$ cat config.mk
export PLATFORM = sky130hd
export DESIGN_NAME = dmem_dma_arbiter
export DESIGN_NICKNAME = d
export VERILOG_FILES = /design/src/rtl/dmem_dma_arbiter_pkg.sv /design/src/rtl/dmem_dma_arbiter_range_check.sv /design/src/rtl/dmem_dma_arbiter.sv
export SDC_FILE = /design/constraint.sdc
export NUM_CORES = 1
export LEC_CHECK = 0
export BUFFER_PORTS_ARGS = -buffer_cell sky130_fd_sc_hd__buf_4
export CAP_MARGIN = 0
export CORE_MARGIN = 5
export CORE_UTILIZATION = 57
export CTS_CLUSTER_DIAMETER = 30
export DETAILED_ROUTE_END_ITERATION = 16
export PLACE_DENSITY = 0.82
export SETUP_SLACK_MARGIN = 0.15
export SYNTH_ARGS = -nofsm -noshare
export SYNTH_HDL_FRONTEND = slang
export SYNTH_SLANG_ARGS = --single-unit
$ cat constraint.sdc
create_clock -name clk -period 3.1 [get_ports clk]
set_input_delay 0.31 -clock clk [delete_from_list [all_inputs] [get_ports clk]]
set_output_delay 0.31 -clock clk [all_outputs]
set_load 0.02 [all_outputs]
$ cat src/rtl/dmem_dma_arbiter_pkg.sv
// Shared constants and state encoding for the data-bus DMA arbiter.
package dmem_dma_arbiter_pkg;

    localparam logic [15:0] DMEM_LO = 16'h0000;
    localparam logic [15:0] DMEM_HI = 16'h07FF;
    localparam logic [15:0] VMEM_LO = 16'h2000;
    localparam logic [15:0] VMEM_HI = 16'h2960;

    typedef enum logic [1:0] {
        ST_IDLE,
        ST_RD_WAIT,
        ST_CAPTURE,
        ST_WR_WAIT
    } dma_state_e;

endpackage

$ cat src/rtl/dmem_dma_arbiter_range_check.sv
// Flags a block copy whose source leaves data RAM or whose
// destination leaves video RAM.
module dma_range_check
    import dmem_dma_arbiter_pkg::*;
#(
    parameter int ADDR_W = 16,
    parameter int LEN_W  = 12
) (
    input  logic [ADDR_W-1:0] src,
    input  logic [ADDR_W-1:0] dst,
    input  logic [LEN_W-1:0]  len,
    output logic              range_err
);

    localparam int W = ADDR_W + 1;

    logic [W-1:0] len_x;
    logic [W-1:0] src_end;
    logic [W-1:0] dst_end;

    // One extra bit keeps a wrap past the top of the address space visible.
    always_comb begin
        len_x     = W'(len);
        src_end   = {1'b0, src} + len_x - W'(1);
        dst_end   = {1'b0, dst} + len_x - W'(1);
        range_err = (src_end > W'(DMEM_HI))
                 || (dst < ADDR_W'(VMEM_LO))
                 || (dst_end > W'(VMEM_HI));
    end

endmodule

$ cat src/rtl/dmem_dma_arbiter.sv
// CPU/DMA bus arbiter: the CPU owns the bus combinationally, the DMA
// copies bytes from data RAM to video RAM in cycles the CPU leaves idle.
module dmem_dma_arbiter
    import dmem_dma_arbiter_pkg::*;
#(
    parameter int ADDR_W = 16,
    parameter int DATA_W = 8,
    parameter int LEN_W  = 12
) (
    input  logic              clk,
    input  logic              rst_n,
    input  logic [ADDR_W-1:0] cpu_addr,
    input  logic [DATA_W-1:0] cpu_wdata,
    input  logic              cpu_w_en,
    input  logic              cpu_r_en,
    output logic [ADDR_W-1:0] bus_addr,
    output logic [DATA_W-1:0] bus_wdata,
    output logic              bus_w_en,
    output logic              bus_r_en,
    input  logic [DATA_W-1:0] dmem_dout,
    input  logic              cfg_start,
    input  logic              cfg_abort,
    input  logic [ADDR_W-1:0] cfg_src,
    input  logic [ADDR_W-1:0] cfg_dst,
    input  logic [LEN_W-1:0]  cfg_len,
    output logic              busy,
    output logic              done,
    output logic              err
);

    dma_state_e        state_q, state_d;
    logic [ADDR_W-1:0] src_q, src_d;
    logic [ADDR_W-1:0] dst_q, dst_d;
    logic [LEN_W-1:0]  rem_q, rem_d;
    logic [DATA_W-1:0] data_q, data_d;
    logic              busy_q, busy_d;
    logic              done_q, done_d;
    logic              err_q, err_d;
    logic              cpu_r_en_q;

    logic free;
    logic dma_rd;
    logic dma_wr;
    logic range_err;

    dma_range_check #(
        .ADDR_W(ADDR_W),
        .LEN_W (LEN_W)
    ) u_range_check (
        .src      (cfg_src),
        .dst      (cfg_dst),
        .len      (cfg_len),
        .range_err(range_err)
    );

    // The cycle after a CPU read is reserved: decode returns data by address.
    always_comb begin
        free   = !cpu_w_en && !cpu_r_en && !cpu_r_en_q;
        dma_rd = free && !cfg_abort && (state_q == ST_RD_WAIT);
        dma_wr = free && !cfg_abort && (state_q == ST_WR_WAIT);
    end

    always_comb begin
        bus_addr  = cpu_addr;
        bus_wdata = cpu_wdata;
        bus_w_en  = cpu_w_en;
        bus_r_en  = cpu_r_en;
        unique case (1'b1)
            dma_rd: begin
                bus_addr = src_q;
                bus_r_en = 1'b1;
            end
            dma_wr: begin
                bus_addr  = dst_q;
                bus_wdata = data_q;
                bus_w_en  = 1'b1;
            end
            default: ;
        endcase
    end

    always_comb begin
        state_d = state_q;
        src_d   = src_q;
        dst_d   = dst_q;
        rem_d   = rem_q;
        data_d  = data_q;
        busy_d  = busy_q;
        done_d  = 1'b0;
        err_d   = err_q;
        unique case (state_q)
            ST_IDLE: begin
                if (cfg_start) begin
                    src_d = cfg_src;
                    dst_d = cfg_dst;
                    rem_d = cfg_len;
                    if (cfg_len == '0) begin
                        done_d = 1'b1;
                        err_d  = 1'b0;
                    end else if (range_err) begin
                        err_d = 1'b1;
                    end else begin
                        err_d   = 1'b0;
                        busy_d  = 1'b1;
                        state_d = ST_RD_WAIT;
                    end
                end
            end
            ST_RD_WAIT: begin
                if (dma_rd) state_d = ST_CAPTURE;
            end
            ST_CAPTURE: begin
                data_d  = dmem_dout;
                state_d = ST_WR_WAIT;
            end
            ST_WR_WAIT: begin
                if (dma_wr) begin
                    src_d = src_q + ADDR_W'(1);
                    dst_d = dst_q + ADDR_W'(1);
                    rem_d = rem_q - LEN_W'(1);
                    if (rem_q == LEN_W'(1)) begin
                        state_d = ST_IDLE;
                        busy_d  = 1'b0;
                        done_d  = 1'b1;
                    end else begin
                        state_d = ST_RD_WAIT;
                    end
                end
            end
            default: state_d = ST_IDLE;
        endcase
        if (cfg_abort && (state_q != ST_IDLE)) begin
            state_d = ST_IDLE;
            busy_d  = 1'b0;
            done_d  = 1'b0;
        end
    end

    always_ff @(posedge clk or negedge rst_n) begin
        if (!rst_n) begin
            state_q    <= ST_IDLE;
            src_q      <= '0;
            dst_q      <= '0;
            rem_q      <= '0;
            data_q     <= '0;
            busy_q     <= 1'b0;
            done_q     <= 1'b0;
            err_q      <= 1'b0;
            cpu_r_en_q <= 1'b0;
        end else begin
            state_q    <= state_d;
            src_q      <= src_d;
            dst_q      <= dst_d;
            rem_q      <= rem_d;
            data_q     <= data_d;
            busy_q     <= busy_d;
            done_q     <= done_d;
            err_q      <= err_d;
            cpu_r_en_q <= cpu_r_en;
        end
    end

    assign busy = busy_q;
    assign done = done_q;
    assign err  = err_q;

endmodule

==> results, run 1 <==
- The number of pins exceeding their max-slew limit in the final report came to 0.
- The area growth from synthesis to layout is 28.7%.
- Setup repair after global routing could not meet its margin everywhere.
- The parity-gate share of the synthesized area counting xor and xnor cells is under 10%.
- The yosys synthesis warning count is 0.
- The count of endpoints failing hold in the final timing report was 0.
- The sequential area share after synthesis is 24.8%.
- The longest clock path from root to sink contains 2 buffers.
- The final period utilization is approximately 90%.
- The maximum clock skew at final layout is 0.0103 ns.
- Counting every sink on the clock net gives 58.
- The share of total power dissipated in sequential elements is around a third.
- For this run, the post-layout net count is 1066.
- Summing the areas of all compound-gate instances in the mapped netlist gives roughly 26% of the synthesized area.
- Counting tap cells, the placed design contains a total of 1041 instances.
- The layout filler cell count is 787.
- The portion of synthesized area spent on multiplexers is between 4 and 5%.
- After floorplanning, the core was divided into 37 placement rows.
- Counting flops with a built-in enable in the synthesized netlist gives 0.
- The number of max-capacitance violations reported is 0.
- The post-synthesis instance area is just under 0.006 sq mm.
- In this run the power spent charging and discharging nets is 2.20 mW.
- TritonCTS built the clock tree.
- The clock latency reported for the late side of the worst-skew pair is 0.35 ns.
- Entering global routing, the biggest net connects between 100 and 150 pins.
- At the pin with the least slew margin, the transition time is 0.944 ns.
- The number of antenna diodes in the final layout is 0.
- The relative slew slack is 37.1%.
- STA puts the critical path data arrival time at 3.11 ns.
- The startpoint of the lowest-slack register-to-register path is rem_q[4]$_DFFE_PN0P_.
- The proportion of synthesized flip-flops having asynchronous set or reset is 100%.
- The total global routing track utilization is 29.0%.
- The number of H-tree branching levels is 3.
- The total core area is 0.0102 sq mm.
- The height of the die is 111 microns.
- The worst register-to-register path ends at busy$_DFFE_PN0P_.
- The switching share of power is a little under half.
- The number of detailed-route iterations in the first pass is 6.
- The combinational family with the most area after synthesis is compound AO/OA/AOI/OAI gates.
- The synthesized netlist net count is 928.
- The post-detailed-route via-to-cell ratio is 5.94.
- The cell count after synthesis came out at 780.
- Among all stages on the critical path, the largest delay is contributed by sky130_fd_sc_hd__or3_1.
- The first-pass GRT wire length is approximately 30 mm.
- The areal power density over the cells is 644 mW/mm^2.
- Of the cells placed in the final design, the portion with a size suffix greater than 1 is 26.4%.
- In this run the count of I/O pins placed on the die edge is around 110.
- The wire-length estimate of the detail-placed layout is around 14 mm.
- The register bit total from synthesis is 58.
- The first-iteration detailed-routing DRC count is ~530.
- For this configuration, the core starts out at a cell density of 57.4%.
- The endpoint required time on the critical path is 3.34 ns.
- Clock-pin slew was measured on the worst setup and hold paths at 0.07 ns.
- For this run the aggregate overflow at the end of global routing stands at 0.
- The worst min-delay path class is in -> async.
- The count of vias placed by the detailed router is about 6300.
- The non-filler instance count after layout is 1059.
- TritonCTS created 9 clock buffers.
- Traced cell by cell, the critical path runs through buf_4 > inv_1 > ha_1 > inv_1 > ha_4 > nor2b_2 > o211ai_2 > a211oi_2 > o21a_1 > or3_4 > a221oi_4 > nand4_4 > or3_1 > a22o_1.
- For this run, the top clock speed supported by timing is 0.349 GHz.
- Across the VDD grid, the largest voltage drop is ~480 uV.
- The overall routed net length is approximately 18 mm.
- The root buffer cell is sky130_fd_sc_hd__clkbuf_8.
- In this run, distinct cell masters in the synthesized netlist total 69.
- The die is 111 microns wide.
- Dividing the detail-routed wire length by the instance count gives 17.4 microns.
- The kind of end point of the critical path is a register.
- The via count of the first global-routing pass came to 5965.
- The startpoint class of the critical path is an input pin.
- Routability-driven placement finished with a final weighted congestion of around 0.95.
- Of the total synthesized cell area, the portion taken by AND, OR, NAND and NOR gates is between 20% and 30%.
- The flow ran to the end, and the final reports show no timing, DRC or antenna violations.
- The internal power of the cells totals 2.64 mW.
- Summing internal, switching and leakage power gives 4.85 mW.
- The synthesized area per cell is 7.50 sq um.
- In this run the worst path has a maximum fanout of 4.
- The dominant cell type by count on the critical path is sky130_fd_sc_hd__inv_1.
- The part of the total power dissipated in combinational logic is 52.7%.
- The post-route antenna net violation count is 0.
- The number of antenna violations at the first check in global routing came to 0.
- For this run, design rule violations remaining after detail routing come to 0.
- In this design, the stage delay of the slowest critical-path cell is 0.38 ns.
- The total of endpoints with negative setup slack in the final report is 0.
- Once layout is complete, the utilization of the core stands at 73.9%.
- The kind of critical path is in -> reg.
- The depth of the worst register-to-register path is 10.
- The shortest clock period the worst path allows after layout is 2.87 ns.
- The die covers ~0.012 sq mm.
- In this run, post-CTS hold repair placed 0 buffers.
- The worst register-to-register path has a setup slack of 0.49 ns.
- The area after detailed placement is between 0.007 and 0.008 sq mm.
- The number of port buffers is 110.
- The most used flip-flop cell after synthesis is sky130_fd_sc_hd__dfrtp_1.
- For this design the static power due to leakage is 3.52 nW.
- After Yosys synthesis, full adders, half adders and majority gates account for 14.4% of the synthesized area.
- Hold timing on the final database bottoms out at a slack of 0.0270 ns.
- The clock network is responsible for between 10% and 20% of the overall power.
- The post-route cell area is 0.00753 sq mm.
per-stage QoR:
stage / setup slack [ns] / setup TNS, ns
3_3_place_gp: -0.172 / -0.468
2_1_floorplan: 0.149 / 0
6_report: 0.233 / 0
3_5_place_dp: -0.305 / -0.939
4_1_cts: 0.165 / 0
5_1_grt: 0.101 / 0
cells by family (layout without fill, tap and decap cells):
| group | Yosys count | after routing |
|---|---|---|
| simple gates | 255 | 255 |
| compound gates | 233 | 233 |
| buf+inv | 137 | 280 |
| fa+ha+maj | 66 | 66 |
| flops | 58 | 58 |
| mux | 23 | 23 |
| xor+xnor | 8 | 8 |
final cells by class:
type                       count  area (sq um)  area share (%)
inverter                     102           390            5.19
tap                          136           170            2.26
sequential                    58          1450            19.3
clock inverter                 5          78.8            1.05
multi-input combinational    585          4070            54.0
timing repair buffer         162          1240            16.4
clock buffer                  11           131            1.75
Yosys cell counts, drive strengths merged (4+ instances only):
master / number / share of area (%)
nand2: 101 / 6.5
nand4: 6 / 0.75
a221oi: 4 / 0.81
and2: 8 / 0.86
ha: 64 / 14
mux2: 16 / 3.1
a22oi: 16 / 2.1
nor2b: 5 / 0.53
nand3: 34 / 2.9
a22o: 4 / 0.60
or2: 5 / 0.53
xnor2: 6 / 0.90
nor4: 6 / 0.64
nor3: 11 / 0.94
o21ai: 53 / 4.5
nand2b: 13 / 1.4
and3: 10 / 1.1
o21a: 7 / 0.92
dfrtp: 58 / 25
o32ai: 5 / 0.75
buf: 6 / 0.41
clkbuf: 29 / 1.9
o22ai: 21 / 2.2
mux2i: 7 / 1.2
inv: 102 / 6.5
a211oi: 9 / 1.6
or3: 4 / 0.43
a21oi: 83 / 7.2
nor2: 42 / 2.7
cell usage in the layout (no fill, tap or decap), drive strengths merged, types with 16 or more instances in the layout:
master	Yosys	layout
a21oi	83	83
a22oi	16	16
buf	6	162
dfrtp	58	58
ha	64	64
inv	102	102
mux2	16	16
nand2	101	101
nand3	34	34
nor2	42	42
o21ai	53	53
o22ai	21	21
flip-flops by register name, summed over array words and instances, names as in the netlist:
register / flops
cpu_r_en_q: 1
done: 1
rem_q: 12
dst_q: 16
src_q: 16
err: 1
state_q: 2
data_q: 8
busy: 1
how the worst max path moves through the flow:
stage	start	end
after global placement	cfg_len[1]	err$_DFFE_PN0P_
after CTS	cfg_src[0]	err$_DFFE_PN0P_
after detailed placement	cfg_len[1]	state_q[1]$_DFFE_PN0P_
after floorplan	cfg_dst[1]	state_q[1]$_DFFE_PN0P_
after global routing	cfg_len[2]	state_q[1]$_DFFE_PN0P_
final	cfg_src[3]	err$_DFFE_PN0P_
timing repair:
item | CTS | global route
endpoints found under the setup margin | 2 | 10
pin swaps | 11 | 18
hold endpoints to repair | 0 | 0
gates cloned | 0 | 0
setup buffers | 2 | 0
gates resized for setup | 8 | 24
critical path: cells and delay by family:
kind | cells | cell delay, ns
fa+ha+maj | 2 | 0.45
buf+inv | 3 | 0.32
compound gates | 5 | 0.99
simple gates | 4 | 1.04
metal layers:
| layer | share of wire (%) | GRT usage [%] | up-vias |
|---|---|---|---|
| met2 | 47 | 48.4 | 255 |
| met4 | 3.5 | 11.1 | 0 |
| met1 | 42 | 37.1 | 2958 |
| met3 | 7.1 | 5.24 | 54 |
| li1 | - | - | 3028 |
| met5 | 0 | 0 | - |
power by group through the flow:
stage | logic (mW) | registers, mW | clock network (mW)
after CTS | 2.46 | 1.51 | 0.774
final | 2.55 | 1.52 | 0.772
after detailed placement | 2.44 | 1.51 | 0
after floorplan | 1.75 | 1.41 | 0
after global placement | 2.33 | 1.49 | 0
after global routing | 2.82 | 1.57 | 0.807
Power figures use the tool's default switching activity.
==> run 2: changes to the inputs <==
CORE_MARGIN = 4   (was 5)
REMOVE_ABC_BUFFERS = 1   (was default)
clock period = 3.02 ns   (was 3.1 ns; I/O delays follow)
==> results, run 2 (synthesis results as in run 1) <==
- Result of the run: finished clean (unchanged).
- The number of core rows is 36 (was 37).
- The I/O pin count is 111 (unchanged).
- The combined buffer and inverter count along the critical path is 4 (was 3).
- The maximum achievable frequency is 0.345 GHz.
- The relative slew slack came to 36.8% (was 37.1%).
- Crit path cell chain: buf_4 > inv_1 > ha_1 > inv_1 > ha_1 > a2111oi_4 > o21ai_2 > nand2_2 > mux2i_2 > o2111ai_2 > a221oi_2 > nand4_2 > buf_6 > o31a_2 > a211oi_2 (was buf_4 > inv_1 > ha_1 > inv_1 > ha_4 > nor2b_2 > o211ai_2 > a211oi_2 > o21a_1 > or3_4 > a221oi_4 > nand4_4 > or3_1 > a22o_1).
- The number of pins exceeding their max-slew limit in the final report came to 0 (unchanged).
- The first-iteration detailed-routing DRC count is 477 (was 533).
- The clock slew at the register clock pins of the worst setup and hold paths is 0.07 ns (about the same).
- The die outline area came to 0.0119 sq mm (was 0.0124 sq mm).
- The initial core utilization is 59.3% (was 57.4%).
- The clock latency reported for the late side of the worst-skew pair is 0.35 ns (about the same).
- The placed wire-length estimate after detailed placement came to 14.9 mm (was 14.3 mm).
- Setup repair after global routing missed its margin: true (unchanged).
- The reg2reg setup slack came to 0.41 ns (was 0.49 ns).
- The count of vias placed by the detailed router is 6559 (was 6295).
- The endpoint required time on the critical path is 3.29 ns (was 3.34 ns).
- The layout net count is 1090 (was 1066).
- The total CTS buffers is 9 (unchanged).
- The share of layout cells above drive strength 1 came to 28.8% (was 26.4%).
- The signal arrival time at the worst endpoint is 3.17 ns (was 3.11 ns).
- The startpoint class of the critical path is an input pin (unchanged).
- The post-detailed-route via-to-cell ratio is 6.07 (was 5.94).
- The routability congestion estimate from global placement was 0.992 (was 0.954).
- The number of max-capacitance violations reported is 0 (unchanged).
- The remaining routing DRC violations is 0 (unchanged).
- The total grt overflow was 0 (unchanged).
- The summed negative setup slack over all endpoints was 0 ns (unchanged).
- The kind of critical path is in -> reg (unchanged).
- The total global routing track utilization is 31.8% (was 29.0%).
- The areal power density over the cells is 663 mW/mm^2 (was 644 mW/mm^2).
- The number of port buffers is 110 (unchanged).
- The worst path needs ~2.9 ns of the cycle, external delays included.
- The leakage power of the design came to 3.65 nW (was 3.52 nW).
- The utilization of the core after routing is 78.4% (was 73.9%).
- The total of endpoints with negative setup slack in the final report came to 0 (unchanged).
- The number of H-tree branching levels came to 3 (unchanged).
- The overall routed net length is 19.4 mm (was 18.5 mm).
- The cell at the slowest stage of the critical path is sky130_fd_sc_hd__a2111oi_4 (was sky130_fd_sc_hd__or3_1).
- The post-route cell area is 0.00773 sq mm (was 0.00753 sq mm).
- The least setup slack across all paths after layout was 0.124 ns (was 0.233 ns).
- The logic depth of the worst setup path including buffers was 15 (was 14).
- The depth of the worst register-to-register path was 9 (was 10).
- The maximum number of pins on one net before global-route repair was 104 (unchanged).
- The area after detailed placement is 0.00725 sq mm (was 0.00713 sq mm).
- The worst setup slack before clock tree synthesis came to -0.540 ns (was -0.305 ns).
- The peak fanout along the critical path is 3 (was 4).
- The deepest clock path buffer count is 2 (unchanged).
- The sink count of the clock tree is 58 (unchanged).
- The number of antenna violations at the first check in global routing is 0 (unchanged).
- The leading cell type in the layout, fill and taps excluded is sky130_fd_sc_hd__buf_4 (unchanged).
- The worst min-delay path class is in -> async (unchanged).
- The root buffer cell is sky130_fd_sc_hd__clkbuf_8 (unchanged).
- The actual slew at the worst max-slew pin came to 0.948 ns (was 0.944 ns).
- The first-pass GRT wire length is 29.8 mm (was 29.4 mm).
- The overall die width is 109 microns (was 111 microns).
- The CTS tree was yes (unchanged).
- The area growth from synthesis to layout is 32.2% (was 28.7%).
- The maximum clock skew at final layout was 0.0104 ns (was 0.0103 ns).
- Commonest non-fill, non-tap cells in the layout: sky130_fd_sc_hd__buf_4 (178), sky130_fd_sc_hd__nand2_1 (100), sky130_fd_sc_hd__inv_1 (94) (was sky130_fd_sc_hd__buf_4 (159), sky130_fd_sc_hd__nand2_1 (100), sky130_fd_sc_hd__inv_1 (97)).
- The maximum resistive drop on vdd was 445 uV (was 475 uV).
- The cell family contributing the most delay on the critical path is compound AO/OA/AOI/OAI gates (was simple AND/OR/NAND/NOR gates).
- The via count of the first global-routing pass came to 6274 (was 5965).
- The peak per-stage delay on the critical path is 0.39 ns (was 0.38 ns).
- The antenna cell count is 0 (unchanged).
- Biggest regs: dst_q (16), src_q (16), rem_q (12) (unchanged).
- The number of detailed-route iterations in the first pass is 5 (was 6).
- The kind of end point of the critical path is a register (unchanged).
- The layout filler cell count came to 738 (was 787).
- The height of the die is 109 microns (was 111 microns).
- The count of endpoints failing hold in the final timing report was 0 (unchanged).
- The post-route antenna net violation count was 0 (unchanged).
- The final critical path takes up 95.9% of the cycle.
- The routed wire length per instance was 18.0 microns (was 17.4 microns).
- The total core area is 0.00986 sq mm (was 0.0102 sq mm).
## run 2: changes by cell type in the layout (fill, tap and decap cells not counted), sizes merged
cell / change
buf: +24
clkinv: -1
clkinvlp: +1
## run 2: final timing paths
check / endpoint / startpoint
worst min-delay path: dst_q[12]$_DFFE_PN0P_ / rst_n
worst min register to register: data_q[6]$_DFFE_PN0N_ / data_q[6]$_DFFE_PN0N_
worst max-delay path: busy$_DFFE_PN0P_ / cfg_len[4]
worst max register to register: busy$_DFFE_PN0P_ / rem_q[6]$_DFFE_PN0P_
max in group asynchronous: src_q[13]$_DFFE_PN0P_ / rst_n
min in group clk: cpu_r_en_q$_DFF_PN0_ / cpu_r_en
## run 2: worst reg2reg max path, delay by kind of cell, from the launching register on
family,cells,cell delay [ns]
buf+inv,1,0.19
compound gates,1,0.06
simple gates,7,1.80
flops,1,0.40
## run 2: final cells by class
type	instances	area (sq um)	area share [%]
Multi-Input combinational cell	585	4060	52.5
Sequential cell	58	1450	18.8
Timing Repair Buffer	186	1440	18.7
Inverter	102	393	5.08
Tap cell	133	166	2.15
Clock buffer	11	141	1.83
Clock inverter	5	77.6	1.00
## run 2: what timing repair did
item / CTS / global route
setup buffers: 4 / 2
setup endpoints to repair: 20 / 12
resized for setup: 26 / 28
hold buffers: 0 / 0
pin swaps: 17 / 14
## run 2: metrics by stage
stage / std cells / hold slack [ns] / total power [mW]
3_3_place_gp: 1058 / 0.426 / 3.97
6_report: 1080 / 0.0219 / 5.12
2_1_floorplan: 745 / 0.00641 / 3.19
5_1_grt: 1080 / 0.0736 / 5.45
4_1_cts: 1078 / 0.0526 / 4.99
3_5_place_dp: 1058 / 0.426 / 4.12
## run 2: routing by layer
metal	vias up	global-route usage [%]	share of wire (%)
met5	-	0	0
met2	338	55.6	49
met3	51	3.82	8.4
li1	3079	-	-
met1	3091	40.1	40
met4	0	12.6	2.9
## run 2: report_power, final
group,internal (mW),total (mW),switching [mW]
registers,1.16,1.59,0.426
clock network,0.485,0.824,0.339
logic,1.14,2.71,1.58
total,2.78,5.12,2.34
